--- config.mk ---
export PLATFORM = sky130hd
export DESIGN_NAME = approx_prod_accum_flat
export DESIGN_NICKNAME = d
export VERILOG_FILES = /design/src/rtl/approx_prod_accum_if.sv /design/src/rtl/approx_prod_accum.sv /design/src/flat_wrapper.sv
export SDC_FILE = /design/constraint.sdc
export NUM_CORES = 1
export LEC_CHECK = 0
export CORE_MARGIN = 2
export CORE_UTILIZATION = 55
export DETAILED_ROUTE_END_ITERATION = 16
export DONT_BUFFER_PORTS = 1
export PLACE_DENSITY = 0.7
export SLEW_MARGIN = 10
export SYNTH_ARGS = -nofsm -noshare
export SYNTH_HDL_FRONTEND = slang
export SYNTH_SLANG_ARGS = --single-unit
export TNS_END_PERCENT = 30
--- constraint.sdc ---
create_clock -name clk -period 3.9 [get_ports clk]
set_clock_uncertainty 0.15 [all_clocks]
set_input_delay 0.78 -clock clk [delete_from_list [all_inputs] [get_ports clk]]
set_output_delay 0.78 -clock clk [all_outputs]
set_load 0.01 [all_outputs]
--- src/rtl/approx_prod_accum_if.sv ---
// Handshake bundle between the approximate-product stream, the accumulator and the result consumer.
// The accumulator takes the slave view; the driver and consumer side takes the master view.
interface approx_prod_accum_if #(
  parameter int PW    = 8,
  parameter int ACC_W = 16,
  parameter int CNT_W = 8
);
  logic             in_valid;
  logic             in_ready;
  logic [PW-1:0]    in_prod;
  logic             in_last;
  logic             out_valid;
  logic             out_ready;
  logic [ACC_W-1:0] out_sum;
  logic [CNT_W-1:0] out_count;
  logic             out_sat;

  modport slave (
    input  in_valid, in_prod, in_last, out_ready,
    output in_ready, out_valid, out_sum, out_count, out_sat
  );

  modport master (
    output in_valid, in_prod, in_last, out_ready,
    input  in_ready, out_valid, out_sum, out_count, out_sat
  );
endinterface

--- src/rtl/approx_prod_accum.sv ---
// Saturating accumulator for a stream of unsigned approximate products; one vector per result.
// state | meaning
// IDLE  | nothing accumulated, waiting for the first beat of a vector
// ACCUM | vector in progress, accepting one beat per cycle
// HOLD  | result presented, input stalled until the consumer takes it
module approx_prod_accum #(
  parameter int PW    = 8,
  parameter int ACC_W = 16,
  parameter int CNT_W = 8
) (
  input logic                clk,
  input logic                rst,
  approx_prod_accum_if.slave bus
);

  typedef enum logic [1:0] {
    IDLE  = 2'd0,
    ACCUM = 2'd1,
    HOLD  = 2'd2
  } state_t;

  state_t           r_state;
  logic [ACC_W-1:0] r_acc;
  logic [CNT_W-1:0] r_cnt;
  logic             r_sat;
  logic             r_in_ready;
  logic             r_out_valid;

  logic             w_beat;
  logic [ACC_W:0]   w_prod_ext;
  logic [ACC_W:0]   w_sum;
  logic             w_ovf;
  logic [ACC_W-1:0] w_acc_next;
  logic [CNT_W-1:0] w_cnt_next;

  assign w_beat     = bus.in_valid && r_in_ready;
  assign w_prod_ext = {{(ACC_W + 1 - PW){1'b0}}, bus.in_prod};
  assign w_sum      = {1'b0, r_acc} + w_prod_ext;
  assign w_ovf      = w_sum[ACC_W];
  // A saturated accumulator stays at all-ones: any further non-zero add overflows again.
  assign w_acc_next = w_ovf ? {ACC_W{1'b1}} : w_sum[ACC_W-1:0];
  assign w_cnt_next = (r_cnt == {CNT_W{1'b1}}) ? r_cnt : r_cnt + CNT_W'(1);

  always_ff @(posedge clk) begin
    if (rst) begin
      r_state     <= IDLE;
      r_acc       <= '0;
      r_cnt       <= '0;
      r_sat       <= 1'b0;
      r_in_ready  <= 1'b1;
      r_out_valid <= 1'b0;
    end else begin
      case (r_state)
        IDLE: begin
          if (w_beat) begin
            r_acc <= w_prod_ext[ACC_W-1:0];
            r_cnt <= CNT_W'(1);
            r_sat <= 1'b0;
            if (bus.in_last) begin
              r_state     <= HOLD;
              r_in_ready  <= 1'b0;
              r_out_valid <= 1'b1;
            end else begin
              r_state <= ACCUM;
            end
          end
        end
        ACCUM: begin
          if (w_beat) begin
            r_acc <= w_acc_next;
            r_cnt <= w_cnt_next;
            r_sat <= r_sat | w_ovf;
            if (bus.in_last) begin
              r_state     <= HOLD;
              r_in_ready  <= 1'b0;
              r_out_valid <= 1'b1;
            end
          end
        end
        HOLD: begin
          if (bus.out_ready) begin
            r_state     <= IDLE;
            r_in_ready  <= 1'b1;
            r_out_valid <= 1'b0;
          end
        end
        default: begin
          r_state     <= IDLE;
          r_in_ready  <= 1'b1;
          r_out_valid <= 1'b0;
        end
      endcase
    end
  end

  assign bus.in_ready  = r_in_ready;
  assign bus.out_valid = r_out_valid;
  assign bus.out_sum   = r_acc;
  assign bus.out_count = r_cnt;
  assign bus.out_sat   = r_sat;

endmodule

--- src/flat_wrapper.sv ---
// flat-port wrapper written by rule: the top's interface ports become plain ports
module approx_prod_accum_flat 
#(
  parameter int PW    = 8,
  parameter int ACC_W = 16,
  parameter int CNT_W = 8
)
  (clk, rst, bus_in_valid, bus_in_prod, bus_in_last, bus_out_ready, bus_in_ready, bus_out_valid, bus_out_sum, bus_out_count, bus_out_sat);
  approx_prod_accum_if #(.PW(PW), .ACC_W(ACC_W), .CNT_W(CNT_W)) bus_i ();
  input logic clk;
  input logic rst;
  input wire logic [$bits(bus_i.in_valid)-1:0] bus_in_valid;
  input wire logic [$bits(bus_i.in_prod)-1:0] bus_in_prod;
  input wire logic [$bits(bus_i.in_last)-1:0] bus_in_last;
  input wire logic [$bits(bus_i.out_ready)-1:0] bus_out_ready;
  output wire logic [$bits(bus_i.in_ready)-1:0] bus_in_ready;
  output wire logic [$bits(bus_i.out_valid)-1:0] bus_out_valid;
  output wire logic [$bits(bus_i.out_sum)-1:0] bus_out_sum;
  output wire logic [$bits(bus_i.out_count)-1:0] bus_out_count;
  output wire logic [$bits(bus_i.out_sat)-1:0] bus_out_sat;
  assign bus_i.in_valid = bus_in_valid;
  assign bus_i.in_prod = bus_in_prod;
  assign bus_i.in_last = bus_in_last;
  assign bus_i.out_ready = bus_out_ready;
  assign bus_in_ready = bus_i.in_ready;
  assign bus_out_valid = bus_i.out_valid;
  assign bus_out_sum = bus_i.out_sum;
  assign bus_out_count = bus_i.out_count;
  assign bus_out_sat = bus_i.out_sat;
  approx_prod_accum #(.PW(PW), .ACC_W(ACC_W), .CNT_W(CNT_W)) u_core (.clk(clk), .rst(rst), .bus(bus_i));
endmodule
== Word-level counts from Yosys, hierarchy flattened ==
Index checks and enable logic that the tools add are counted.

* $add $sub $neg: 2
* Equality and inequality tests: 10
* Reduce and logical (&&, ||, !) cells: 8
* Bitwise logic cells: 1
* Multiplexer cells: 25

{| class="wikitable"
|+ Operators with widths
! kind !! count
|-
| $mux W16 || 3
|-
| $pmux W16 S2 || 1
|-
| $mux W8 || 3
|-
| $add A16 B8 Y17 || 1
|-
| $pmux W8 S2 || 1
|-
| $mux W2 || 5
|-
| $add A8 B1 Y8 const B || 1
|-
| $eq A8 B8 Y1 const B || 1
|-
| $mux W1 || 8
|-
| $ne A2 B1 Y1 const B || 4
|-
| $reduce_and A4 Y1 || 2
|-
| $ne A2 B2 Y1 const B || 3
|-
| $pmux W1 S2 || 3
|-
| $pmux W2 S3 || 1
|-
| $reduce_and A3 Y1 || 2
|-
| $eq A2 B1 Y1 const B || 1
|-
| $eq A2 B2 Y1 const B || 1
|-
| $logic_not A2 Y1 || 1
|-
| $reduce_bool A2 Y1 || 1
|-
| $reduce_or A2 Y1 || 1
|-
| $logic_and A1 B1 Y1 || 1
|-
| $or A1 B1 Y1 || 1
|}

* Input bits: 13
* Logic and storage cells: 52
* Output and inout port bits: 27
* Flip-flop bits (word level): 29

== Logic depth before layout (Yosys ltp) ==
Gate-level depths: netlist of run 1.

* Word-level depth: 4
* Mapped depth: 8

== Worst setup path before layout of run 1 ==
Ideal clock, no wire load.

* Kind: in2reg
* Start point: in bus_in_prod[0]
* End point: reg u_core.r_acc[7] (netlist: u_core.bus.out_sum[7])
* Setup slack: 1.200 ns
* Stages: 7
* Data arrival time: 2.430 ns
* Buffers on the path: 0
* Path through: ha_1 fa_1 a211oi_2 o211ai_2 a31oi_4 nor2b_1 a211o_1

* Word-level cells in the longest chain between the ends: 4

{| class="wikitable"
|+ RTL lines
! what !! line !! RTL
|-
| start, declared || flat_wrapper.sv:13 || <nowiki>input wire logic [$bits(bus_i.in_prod)-1:0] bus_in_prod;</nowiki>
|-
| $add A16 B8 Y17 || approx_prod_accum.sv:38 || <nowiki>assign w_sum = {1'b0, r_acc} + w_prod_ext;</nowiki>
|-
| $mux W16 || approx_prod_accum.sv:41 || <nowiki>assign w_acc_next = w_ovf ? {ACC_W{1'b1}} : w_sum[ACC_W-1:0];</nowiki>
|-
| $mux W16 || approx_prod_accum.sv:69 || <nowiki>if (w_beat) begin</nowiki>
|-
| $pmux W16 S2 || approx_prod_accum.sv:53 || <nowiki>case (r_state)</nowiki>
|-
| end signal, assigned || approx_prod_accum.sv:56 || <nowiki>r_acc <= w_prod_ext[ACC_W-1:0];</nowiki>
|-
| end signal, assigned || approx_prod_accum.sv:70 || <nowiki>r_acc <= w_acc_next;</nowiki>
|-
| end, declared || approx_prod_accum.sv:23 || <nowiki>logic [ACC_W-1:0] r_acc;</nowiki>
|}

No other way between the ends. The select of a mux whose other input is x is not followed.
A chain may end at the register's enable or synchronous reset.

== Worst setup path after layout of run 1 ==
Ends and elaborated chain as after synthesis.

==> results by group, run 1 <==
Timing
  – Tmin final: about 2.5 ns
  – Min Hold Slack: 0.345 ns
  – Worst Max-Slew Pin Slew: 0.585 ns
  – Final setup TNS: 0 ns
  – Final Cycle Share: 64.9%
  – Worst setup margin: between 1 and 1.5 ns
  – Fmax: roughly 400 MHz
  – Final setup viols: 0
  – Endpoints failing hold: 0
  – Slew headroom: 60.9%
  – Final Max Tran Viols: 0
  – RSZ-0062 raised after global routing: no

Yosys
  – Async S/R FF share, synth: 0%
  – Cell count after synthesis: between 150 and 200
  – Sequential area share after synthesis: 34.3%
  – Post-synthesis cell type count: 44
  – Mean post-synth cell area: 8.54 um2
  – Register bit total from synthesis: 29
  – Yosys Warn Count: 0
  – Post-Syn Area: between 1500 and 2000 um2
  – Syn Nets: approximately 220
  – EDFF count, synth: 0
  – Synth Flop Type: dfxtp_1

GRT
  – First-pass GRT wire length: 6380 um
  – Initial antenna violation count: 0
  – Vias in the first global route: 1,427
  – GRT Total Usage: 24.1%
  – Largest net degree at the start of global routing: 16
  – Grt ovf: 0

Clocking
  – Post-CTS Setup Inserts: 0
  – Reg clk slew, reported paths: 0.10 ns
  – Clock Path Buffers: 2
  – Total clock sinks: 29
  – PostCTS Resize Cnt: 0
  – CTS Hold Bufs: 0
  – CTS tree: yes
  – TritonCTS Buffers: 5
  – H-tree Lvls: 2
  – Clk_lat worst skew: 0.33 ns
  – Root Driver: clkbuf_4

Floorplanning
  – Core Box Area: 2980 um2
  – Die height: 59.5 um
  – FP Rows: 20
  – Die Wd: 59.5 um
  – Starting Density: 56.8%
  – Die area: roughly 3500 um2
  – Io pins: 40

Route
  – Detail Route Antenna Nets: 0
  – WL final: 3900 um
  – WL/cell: 16.7 um
  – Max Used Layer: met4
  – Metal2 WL: between 1500 and 2000 um
  – DR vias/cell: around 6.3
  – Routed wl met3: 363 um
  – Wire length on met1: 1600 um
  – Violation count after the first detailed-routing iteration: 113
  – Via Count: 1,485
  – Residual DRC: 0
  – Pre-Repair DR Iteration Count: 4

Cells and area
  – Area grow syn2layout: 6.07%
  – Ant. Diodes: 0
  – Net total in the final layout: 223
  – Most frequent cells in the layout: dfxtp_1, nor2_1, a21oi_1
  – Commonest non-fill, non-tap cell in the layout: dfxtp_1
  – Fill cells: 289
  – Final instance area: between 1500 and 2000 um2
  – Fraction of layout cells with a size suffix above 1: 9.45%

Setup path
  – Worst endpoint required time: 3.98 ns
  – Worst-path fanout max: 8
  – Startpoint Class: input pin
  – R2r setup slk: about 1.4 ns
  – FF-to-FF Start: u_core.bus.out_sum[0]
  – Critical path origin: bus_in_prod[0]
  – Crit Path Class: input pin to flop
  – Arr. time, crit path: ~2.6 ns
  – Critical Path End Type: flop

Power and ir drop
  – Total Power: 0.743 mW
  – Lkg Pwr: around 0.69 nW
  – Maximum vdd drop: 0.202 mV
  – Power Dens Cells: 414 nW/um2

Hold path
  – Worst Hold Class: input pin to flop
  – Min-delay src: rst

Run
  – Maxcap violations: 0

Place
  – Detailed placement HPWL: 2780 um
  – DP Worst Slack: 1.03 ns
  – Global placement routability congestion: 0.840
  – Post-DP Area: 1710 um2
  – Port Buffers: 0

Outcome
  – Status: finished, final reports clean
-- per-layer routing --
| metal | vias up | track usage, % |
|---|---|---|
| met4 | 0 | 7.14 |
| met1 | 678 | 28.2 |
| met2 | 62 | 40.3 |
| li1 | 738 | - |
| met3 | 7 | 9.61 |
| met5 | - | 0 |
-- logic make-up after synthesis --
family                   after synthesis  share of synthesized area, %
AND/OR/NAND/NOR                       79                          24.3
AO/OA/AOI/OAI                         60                          25.3
flip-flops                            29                          34.3
XOR/XNOR                              10                          5.18
adder cells (fa/ha/maj)               10                          7.84
buffers and inverters                  9                          2.51
multiplexers                           1                         0.592
-- cell type report --
type | instances | area, um2 | share of cell area [%]
multi-input combinational | 160 | 1070 | 59.6
tap | 33 | 41.3 | 2.30
timing repair buffer | 1 | 7.51 | 0.418
clock inverter | 1 | 30.0 | 1.67
inverter | 3 | 11.3 | 0.628
sequential | 29 | 581 | 32.4
clock buffer | 7 | 55.1 | 3.07
-- final timing paths --
check,to,depth (start not counted)
setup / recovery,u_core.bus.out_sum[7],7
setup reg to reg,u_core.bus.out_sum[7],7
hold reg to reg,u_core.bus.out_valid,2
hold / removal,u_core.bus.out_sum[4],1
-- registers in the layout, summed over array words and instances (netlist names) --
name,count
u_core.bus.out_sum,16
u_core.bus.out_count,8
u_core.r_state,2
u_core.bus.in_ready,1
u_core.bus.out_sat,1
u_core.bus.out_valid,1
-- cell usage after synthesis, types with 2 or more instances --
cell type  count  share of area [%]
dfxtp_1       29                 34
nor2_1        23                5.1
a21oi_1       19                5.6
nand2_1       14                3.1
nor3_1        12                3.6
ha_1           9                6.7
o21ai_0        8                2.4
xnor2_1        8                4.1
a21o_1         6                2.7
and3_1         5                1.8
clkbuf_1       4               0.89
nand3_1        4                1.2
o211ai_1       4                1.8
a211o_1        3                1.6
a211oi_1       3                1.3
a31oi_1        3                1.1
inv_1          3               0.67
nand4_1        3                1.1
nor2b_1        3                1.1
or3_1          3                1.1
a2111oi_2      2                1.8
a21oi_2        2                1.0
a311oi_1       2                1.0
and3b_1        2                1.0
and4b_1        2                1.2
nand2b_1       2               0.74
nor3b_1        2               0.89
xor2_1         2                1.0
-- critical path, cell delays in order --
cell,delay (ns)
ha_1,0.21
fa_1,0.44
a211oi_2,0.30
o211ai_2,0.18
a31oi_4,0.35
nor2b_1,0.09
a211o_1,0.28
-- metrics by stage --
stage | instances | utilization (%)
after floorplan | 198 | -
after global placement | 226 | 57.4
after detailed placement | 226 | 57.4
after CTS | 234 | 60.3
after global routing | 234 | 60.3
final | 234 | 60.3
-- power by group --
| part | internal, mW | switching [mW] |
|---|---|---|
| registers | 0.310 | 0.0233 |
| logic | 0.0578 | 0.0869 |
| clock network | 0.153 | 0.112 |
| total | 0.521 | 0.223 |
No activity file was read; power rests on OpenSTA's default activity.
==> run 2: changes to the inputs <==
--- a/config.mk
+++ b/config.mk
@@ -5,6 +5,7 @@
 export SDC_FILE = /design/constraint.sdc
 export NUM_CORES = 1
 export LEC_CHECK = 0
+export ABC_AREA = 1
 export CORE_MARGIN = 2
 export CORE_UTILIZATION = 55
 export DETAILED_ROUTE_END_ITERATION = 16
==> constraint.sdc (replaced) <==
create_clock -name clk -period 2.5 [get_ports clk]
set_clock_uncertainty 0.15 [all_clocks]
set_input_delay 0.5 -clock clk [delete_from_list [all_inputs] [get_ports clk]]
set_output_delay 0.5 -clock clk [all_outputs]
set_load 0.01 [all_outputs]
==> run 2 against run 1 <==
  * Setup slack lost 1.1 ns
  * Largest power group unchanged
  * Area after synthesis grew 18%
  * Critical path depth grew 4
  * Die area grew 17%
  * Power grew 50%
  * Routed wire length grew 16%
  * Register-to-register slack lost 1.1 ns
  * Sequential share of layout area shrank 4.9 points
  * Largest cell class unchanged
  * Design area grew 18%
  * Core utilization grew 1.7 points
==> results by group, run 2 <==
Outcome
  – Status: finished, final reports clean (unchanged)

Timing
  – Endpoints failing hold: 0 (unchanged)
  – RSZ-0062 raised after global routing: no (unchanged)
  – Final setup viols: 0 (unchanged)
  – Worst Max-Slew Pin Slew: 0.613 ns (was 0.585 ns)
  – Final Max Tran Viols: 0 (unchanged)
  – Worst setup margin: 0.297 ns (was 1.37 ns)
  – Min Hold Slack: 0.0725 ns (was 0.345 ns)
  – Fmax: 454 MHz
  – Tmin final: roughly 2.2 ns
  – Final Cycle Share: 88.1%
  – Slew headroom: 59.0% (was 60.9%)
  – Final setup TNS: 0 ns (unchanged)

Yosys
  – Dominant cell type by area after synthesis: dfxtp_1 (unchanged)
  – Most frequent cells after synthesis: nand2_1, a21oi_1, dfxtp_1, inv_1, nand3_1 (was dfxtp_1, nor2_1, a21oi_1)
  – EDFF count, synth: 0 (unchanged)
  – Synth Flop Type: dfxtp_1 (unchanged)
  – Cell count after synthesis: 301 (was 198)
  – Register bit total from synthesis: 29 (unchanged)
  – Async S/R FF share, synth: 0% (unchanged)
  – Yosys Warn Count: 0 (unchanged)
  – Sequential area share after synthesis: 29.0% (was 34.3%)
  – Syn Nets: 324 (was 221)
  – Top cells by area, synth: dfxtp_1, nand2_1, a21oi_1, nand3_1, ha_1 (was dfxtp_1, ha_1, a21oi_1, nor2_1, xnor2_1)
  – Post-synthesis cell type count: 34 (was 44)
  – Mean post-synth cell area: 6.66 um2 (was 8.54 um2)
  – Post-synth top area share: 29.0% (was 34.3%)
  – Most numerous cell in the Yosys netlist: nand2_1 (was dfxtp_1)
  – Post-Syn Area: 2000 um2 (was 1690 um2)

Floorplanning
  – Io pins: 40 (unchanged)
  – Starting Density: 58.6% (was 56.8%)
  – Die height: 64.4 um (was 59.5 um)
  – Die Wd: 64.4 um (was 59.5 um)
  – Core Box Area: 3420 um2 (was 2980 um2)
  – Die area: 4140 um2 (was 3540 um2)
  – FP Rows: 21 (was 20)

Power and ir drop
  – Power Dens Cells: 525 nW/um2 (was 414 nW/um2)
  – Share of power burned in registers: 46.8% (was 44.8%)
  – Maximum vdd drop: 0.317 mV (was 0.202 mV)
  – Clk network pwr share: 33.4% (was 35.7%)
  – Psw: 0.342 mW (was 0.223 mW)
  – Comb power frac: 19.8% (was 19.5%)
  – P_int: 0.769 mW (was 0.521 mW)
  – Switching share of total power: 30.8% (was 29.9%)
  – Total Power: 1.11 mW (was 0.743 mW)
  – Lkg Pwr: 0.950 nW (was 0.692 nW)

Route
  – DR vias/cell: 5.48 (was 6.35)
  – WL/cell: 12.9 um (was 16.7 um)
  – WL final: 4510 um (was 3900 um)
  – Violation count after the first detailed-routing iteration: 96 (was 113)
  – Via Count: 1,913 (was 1,485)
  – Detail Route Antenna Nets: 0 (unchanged)
  – Pre-Repair DR Iteration Count: 5 (was 4)
  – Residual DRC: 0 (unchanged)

Cells and area
  – Final Util: 62.0% (was 60.3%)
  – Commonest non-fill, non-tap cell in the layout: nand2_1 (was dfxtp_1)
  – Final instance area: 2120 um2 (was 1790 um2)
  – Fraction of layout cells with a size suffix above 1: 9.90% (was 9.45%)
  – Ant. Diodes: 0 (unchanged)
  – Net total in the final layout: 326 (was 223)
  – Fill cells: 349 (was 289)
  – Area grow syn2layout: 5.68% (was 6.07%)
  – Max reg flops: 16 (unchanged)
  – Most frequent cells in the layout: nand2_1, inv_1, a21oi_1, dfxtp_1, nand3_1 (was dfxtp_1, nor2_1, a21oi_1)
  – Final cell count without fillers: 349 (was 234)

Hold path
  – Hold Path Depth: 1 (unchanged)
  – Worst Hold Class: input pin to flop (unchanged)

Place
  – Post-DP Area: 2040 um2 (was 1710 um2)
  – DP Worst Slack: 0.209 ns (was 1.03 ns)
  – Global placement routability congestion: 0.856 (was 0.840)
  – Port Buffers: 0 (unchanged)
  – Detailed placement HPWL: 3280 um (was 2780 um)
  – DP Cell Count: 342 (was 226)

GRT
  – Largest net degree at the start of global routing: 26 (was 16)
  – Grt ovf: 0 (unchanged)
  – First-pass GRT wire length: 7840 um (was 6380 um)
  – Vias in the first global route: 1,815 (was 1,427)
  – Initial antenna violation count: 0 (unchanged)
  – GRT Total Usage: 23.8% (was 24.1%)

Setup path
  – Worst endpoint required time: 2.58 ns (was 3.98 ns)
  – Slowest CP cell: fa_1 (unchanged)
  – Most numerous cell on the critical path: nand2_1
  – Worst path cell trace: ha_1, fa_1, nand2_1, nand2_1, and2_4, nand2_1, nand2_2, nand2_4, nand2_8, o21ai_2, a21oi_1 (was ha_1, fa_1, a211oi_2, o211ai_2, a31oi_4, nor2b_1, a211o_1)
  – Max stage delay on crit path: 0.40 ns (was 0.44 ns)
  – Arr. time, crit path: 2.28 ns (was 2.61 ns)
  – Worst reg2reg path depth: 11 (was 7)
  – Critical Path End Type: flop (unchanged)
  – Worst-path fanout max: 9 (was 8)
  – Startpoint Class: flop (was input pin)
  – Crit Path Class: flop to flop (was input pin to flop)

Clocking
  – Total clock sinks: 29 (unchanged)
  – Clk_lat worst skew: 0.33 ns (about the same)
  – TritonCTS Buffers: 5 (unchanged)
  – Root Driver: clkbuf_4 (unchanged)
  – Clock Path Buffers: 2 (unchanged)
  – PostCTS Resize Cnt: 0 (unchanged)
  – CTS Hold Bufs: 0 (unchanged)
  – Reg clk slew, reported paths: 0.09 ns (was 0.10 ns)
  – H-tree Lvls: 2 (unchanged)
  – CTS tree: yes (unchanged)
  – Post-CTS Setup Inserts: 0 (unchanged)

Run
  – Maxcap violations: 0 (unchanged)
==> run 2: cell types whose count changed after synthesis, sizes merged, moves of 6 or more <==
cell and delta:
nand2 +77, a21oi +8, xnor2 -6, inv +30
nand3 +23, and3 -6, nor3 -8, nand3b +7
==> run 2: critical path: cells and delay by family, from the launching register on <==
kind	cells	cell delay [ns]
compound gates	2	0.22
fa+ha+maj	2	0.64
flops	1	0.36
simple gates	7	0.73
==> run 2: per-layer routing <==
layer | vias up | GRT usage (%) | wire [um]
li1 | 989 | - | -
met1 | 865 | 28.2 | 1970
met2 | 54 | 42.3 | 2220
met3 | 5 | 6.16 | 282
met4 | 0 | 6.38 | 38
met5 | - | 0 | 0
==> run 2: area by class of cell <==
| cell class | count | area [um2] | area share [%] |
|---|---|---|---|
| multi-input cells | 233 | 1270 | 60.2 |
| flip-flops and latches | 29 | 581 | 27.4 |
| inverters | 33 | 124 | 5.85 |
| well taps | 46 | 57.6 | 2.72 |
| clock buffers | 5 | 37.5 | 1.77 |
| clock inverters | 2 | 35.0 | 1.65 |
| repair buffers | 1 | 7.51 | 0.355 |
==> run 2: path summary, 6_finish.rpt <==
check                                            from  slack (ns)                       to
worst max-delay path            u_core.bus.out_sum[0]        0.30    u_core.bus.out_sum[7]
worst min-delay path                              rst        0.07  u_core.bus.out_count[5]
worst max register to register  u_core.bus.out_sum[0]        0.30    u_core.bus.out_sum[7]
worst min register to register   u_core.bus.out_valid        0.36     u_core.bus.out_valid
==> run 2: power by group through the flow <==
stage	logic, mW	clock network (mW)	registers (mW)
finish	0.220	0.371	0.520
CTS	0.219	0.379	0.520
floorplan	0.190	0	0.519
global placement	0.219	0	0.530
global route	0.249	0.396	0.524
detailed placement	0.219	0	0.531
==> run 2: cell families (layout without fill, tap and decap cells) <==
logic type,after synthesis,count (layout),share of synthesized area [%]
XOR/XNOR,8,8,3.50
AO/OA/AOI/OAI,51,51,15.6
AND/OR/NAND/NOR,164,164,37.9
flip-flops,29,29,29.0
buffers and inverters,39,41,7.37
adder cells (fa/ha/maj),10,10,6.62
==> run 3: changes to the inputs <==
--- a/config.mk
+++ b/config.mk
@@ -11,6 +11,7 @@
 export DETAILED_ROUTE_END_ITERATION = 16
 export DONT_BUFFER_PORTS = 1
 export PLACE_DENSITY = 0.7
+export REMOVE_ABC_BUFFERS = 1
 export SLEW_MARGIN = 10
 export SYNTH_ARGS = -nofsm -noshare
 export SYNTH_HDL_FRONTEND = slang
==> run 3 against run 2 <==
  * Clock power shrank 19%
  * Global-route usage up 0.96 points
  * Core utilization is 0.51 points lower
  * Via count is 0.21% higher
  * Final cell count did not move
  * Critical path depth stayed put
  * Fmax rose by 1.7%
  * Power down 6.4%
  * Count of clock-buffer cells in the layout grew 2
  * Routed wire length is 1.8% higher
  * Largest cell class unchanged
==> results by group, run 3 (synthesis results as in run 2) <==
Timing
  – Slew headroom: 58.9% (was 59.0%)
  – Final setup TNS: 0 ns (unchanged)
  – Tmin final: 2.17 ns (was 2.20 ns)
  – Fmax: 462 MHz (was 454 MHz)
  – Final setup viols: 0 (unchanged)
  – Final Cycle Share: 86.6% (was 88.1%)
  – Endpoints failing hold: 0 (unchanged)
  – Final Max Tran Viols: 0 (unchanged)
  – RSZ-0062 raised after global routing: no (unchanged)
  – Worst Max-Slew Pin Slew: 0.614 ns (was 0.613 ns)

Power and ir drop
  – Psw: 0.342 mW (about the same)
  – Switching share of total power: 32.9% (was 30.8%)
  – Clk network pwr share: 28.8% (was 33.4%)
  – Share of power burned in registers: 49.9% (was 46.8%)
  – Maximum vdd drop: 0.374 mV (was 0.317 mV)
  – P_int: 0.698 mW (was 0.769 mW)
  – Lkg Pwr: 0.940 nW (was 0.950 nW)
  – Comb power frac: 21.3% (was 19.8%)
  – Power Dens Cells: 495 nW/um2 (was 525 nW/um2)

Floorplanning
  – Starting Density: 58.6% (unchanged)
  – FP Rows: 21 (unchanged)
  – Die height: 64.4 um (unchanged)
  – Die area: 4140 um2 (unchanged)
  – Core Box Area: 3420 um2 (unchanged)
  – Io pins: 40 (unchanged)
  – Die Wd: 64.4 um (unchanged)

Cells and area
  – Area occupied by registers: 581 um2 (unchanged)
  – Ant. Diodes: 0 (unchanged)
  – Final Util: 61.5% (was 62.0%)
  – Commonest non-fill, non-tap cell in the layout: nand2_1 (unchanged)
  – Fraction of layout cells with a size suffix above 1: 9.57% (was 9.90%)
  – Fill cells: 343 (was 349)
  – Most frequent cells in the layout: nand2_1, inv_1, a21oi_1, dfxtp_1, nand3_1 (unchanged)
  – Area grow syn2layout: 4.81% (was 5.68%)
  – Net total in the final layout: 326 (unchanged)
  – Footprint of the multi-input gates: 1270 um2 (unchanged)
  – Max reg flops: 16 (unchanged)

Route
  – Residual DRC: 0 (unchanged)
  – DR vias/cell: 5.49 (was 5.48)
  – Via Count: 1,917 (was 1,913)
  – WL/cell: 13.1 um (was 12.9 um)
  – Pre-Repair DR Iteration Count: 6 (was 5)
  – Detail Route Antenna Nets: 0 (unchanged)
  – Violation count after the first detailed-routing iteration: 136 (was 96)
  – WL final: 4590 um (was 4510 um)

Setup path
  – Worst endpoint required time: 2.57 ns (was 2.58 ns)
  – Critical Path End Type: flop (unchanged)
  – FF-to-FF Start: u_core.bus.out_sum[0] (unchanged)
  – Worst-path fanout max: 9 (unchanged)
  – Worst Path Buf+Inv: 0 (unchanged)
  – Max stage delay on crit path: 0.40 ns (about the same)
  – CP top delay family: simple AND/OR/NAND/NOR gates (unchanged)
  – Slowest CP cell: fa_1 (unchanged)
  – Critical path origin: u_core.bus.out_sum[0] (unchanged)
  – Startpoint Class: flop (unchanged)
  – Crit Path Class: flop to flop (unchanged)
  – Arr. time, crit path: 2.24 ns (was 2.28 ns)
  – Worst path cell trace: ha_1, fa_1, nand2_1, nand2_1, and2_4, nand2_1, nand2_2, nand2_4, nand2_8, o21ai_2, a21oi_1 (unchanged)
  – Most numerous cell on the critical path: nand2_1 (unchanged)

Clocking
  – CTS tree: yes (unchanged)
  – Post-CTS Setup Inserts: 0 (unchanged)
  – Clock Path Buffers: 2 (unchanged)
  – PostCTS Resize Cnt: 0 (unchanged)
  – CTS Hold Bufs: 0 (unchanged)
  – Clk_lat worst skew: 0.33 ns (about the same)
  – H-tree Lvls: 2 (unchanged)
  – Root Driver: clkbuf_4 (unchanged)
  – Total clock sinks: 29 (unchanged)
  – Reg clk slew, reported paths: 0.10 ns (was 0.09 ns)
  – TritonCTS Buffers: 5 (unchanged)

GRT
  – Initial antenna violation count: 0 (unchanged)
  – First-pass GRT wire length: 8150 um (was 7840 um)
  – Vias in the first global route: 1,910 (was 1,815)
  – GRT Total Usage: 24.8% (was 23.8%)
  – Grt ovf: 0 (unchanged)
  – Largest net degree at the start of global routing: 26 (unchanged)

Hold path
  – Worst Hold Class: input pin to flop (unchanged)
  – Min-delay src: rst (unchanged)

Place
  – Detailed placement HPWL: 3370 um (was 3280 um)
  – Global placement routability congestion: 0.880 (was 0.856)
  – Port Buffers: 0 (unchanged)

Run
  – Maxcap violations: 0 (unchanged)

Outcome
  – Status: finished, final reports clean (unchanged)
## run 3: worst paths after layout
kind / endpoint / slack [ns] / depth (start not counted)
setup reg to reg: u_core.bus.out_sum[5] / 0.33 / 11
hold / removal: u_core.bus.out_count[5] / 0.07 / 1
hold reg to reg: u_core.bus.out_valid / 0.36 / 2
setup / recovery: u_core.bus.out_sum[5] / 0.33 / 11
## run 3: metal layers
| layer | global-route usage (%) | vias to the layer above | part of all wire (%) |
|---|---|---|---|
| met4 | 8.78 | 0 | 0.55 |
| met2 | 41.3 | 62 | 48 |
| met5 | 0 | - | 0 |
| li1 | - | 992 | - |
| met1 | 30.3 | 859 | 45 |
| met3 | 7.04 | 4 | 6.6 |
## run 3: final cells by class
| cell class | instances | area share (%) |
|---|---|---|
| tap | 46 | 2.74 |
| multi-input combinational | 233 | 60.7 |
| clock buffer | 7 | 2.62 |
| inverter | 33 | 5.90 |
| timing repair buffer | 1 | 0.358 |
| sequential | 29 | 27.7 |
## run 3: stage by stage
step	std cells	total power, mW	area [um2]	worst slack (ns)	hold slack (ns)
after floorplan	295	0.701	1980	0.353	0.328
after global placement	342	0.747	2040	0.252	0.343
after detailed placement	342	0.750	2040	0.215	0.348
after CTS	349	1.04	2100	0.324	0.0642
after global routing	349	1.09	2100	0.197	0.0565
final	349	1.04	2100	0.334	0.0694
## run 3: worst reg2reg max path, cell delays in order (launching register included)
cell,delay [ns]
dfxtp_1,0.36
ha_1,0.24
fa_1,0.40
nand2_1,0.09
nand2_1,0.07
and2_4,0.15
nand2_1,0.07
nand2_2,0.08
nand2_4,0.15
nand2_8,0.11
o21ai_2,0.15
a21oi_1,0.07
## run 3: power groups by stage
| stage | sequential, mW | combinational [mW] | clock [mW] |
|---|---|---|---|
| finish | 0.519 | 0.221 | 0.299 |
| global route | 0.524 | 0.251 | 0.316 |
| CTS | 0.520 | 0.221 | 0.304 |
| detailed placement | 0.531 | 0.220 | 0 |
| global placement | 0.530 | 0.217 | 0 |
| floorplan | 0.522 | 0.179 | 0 |
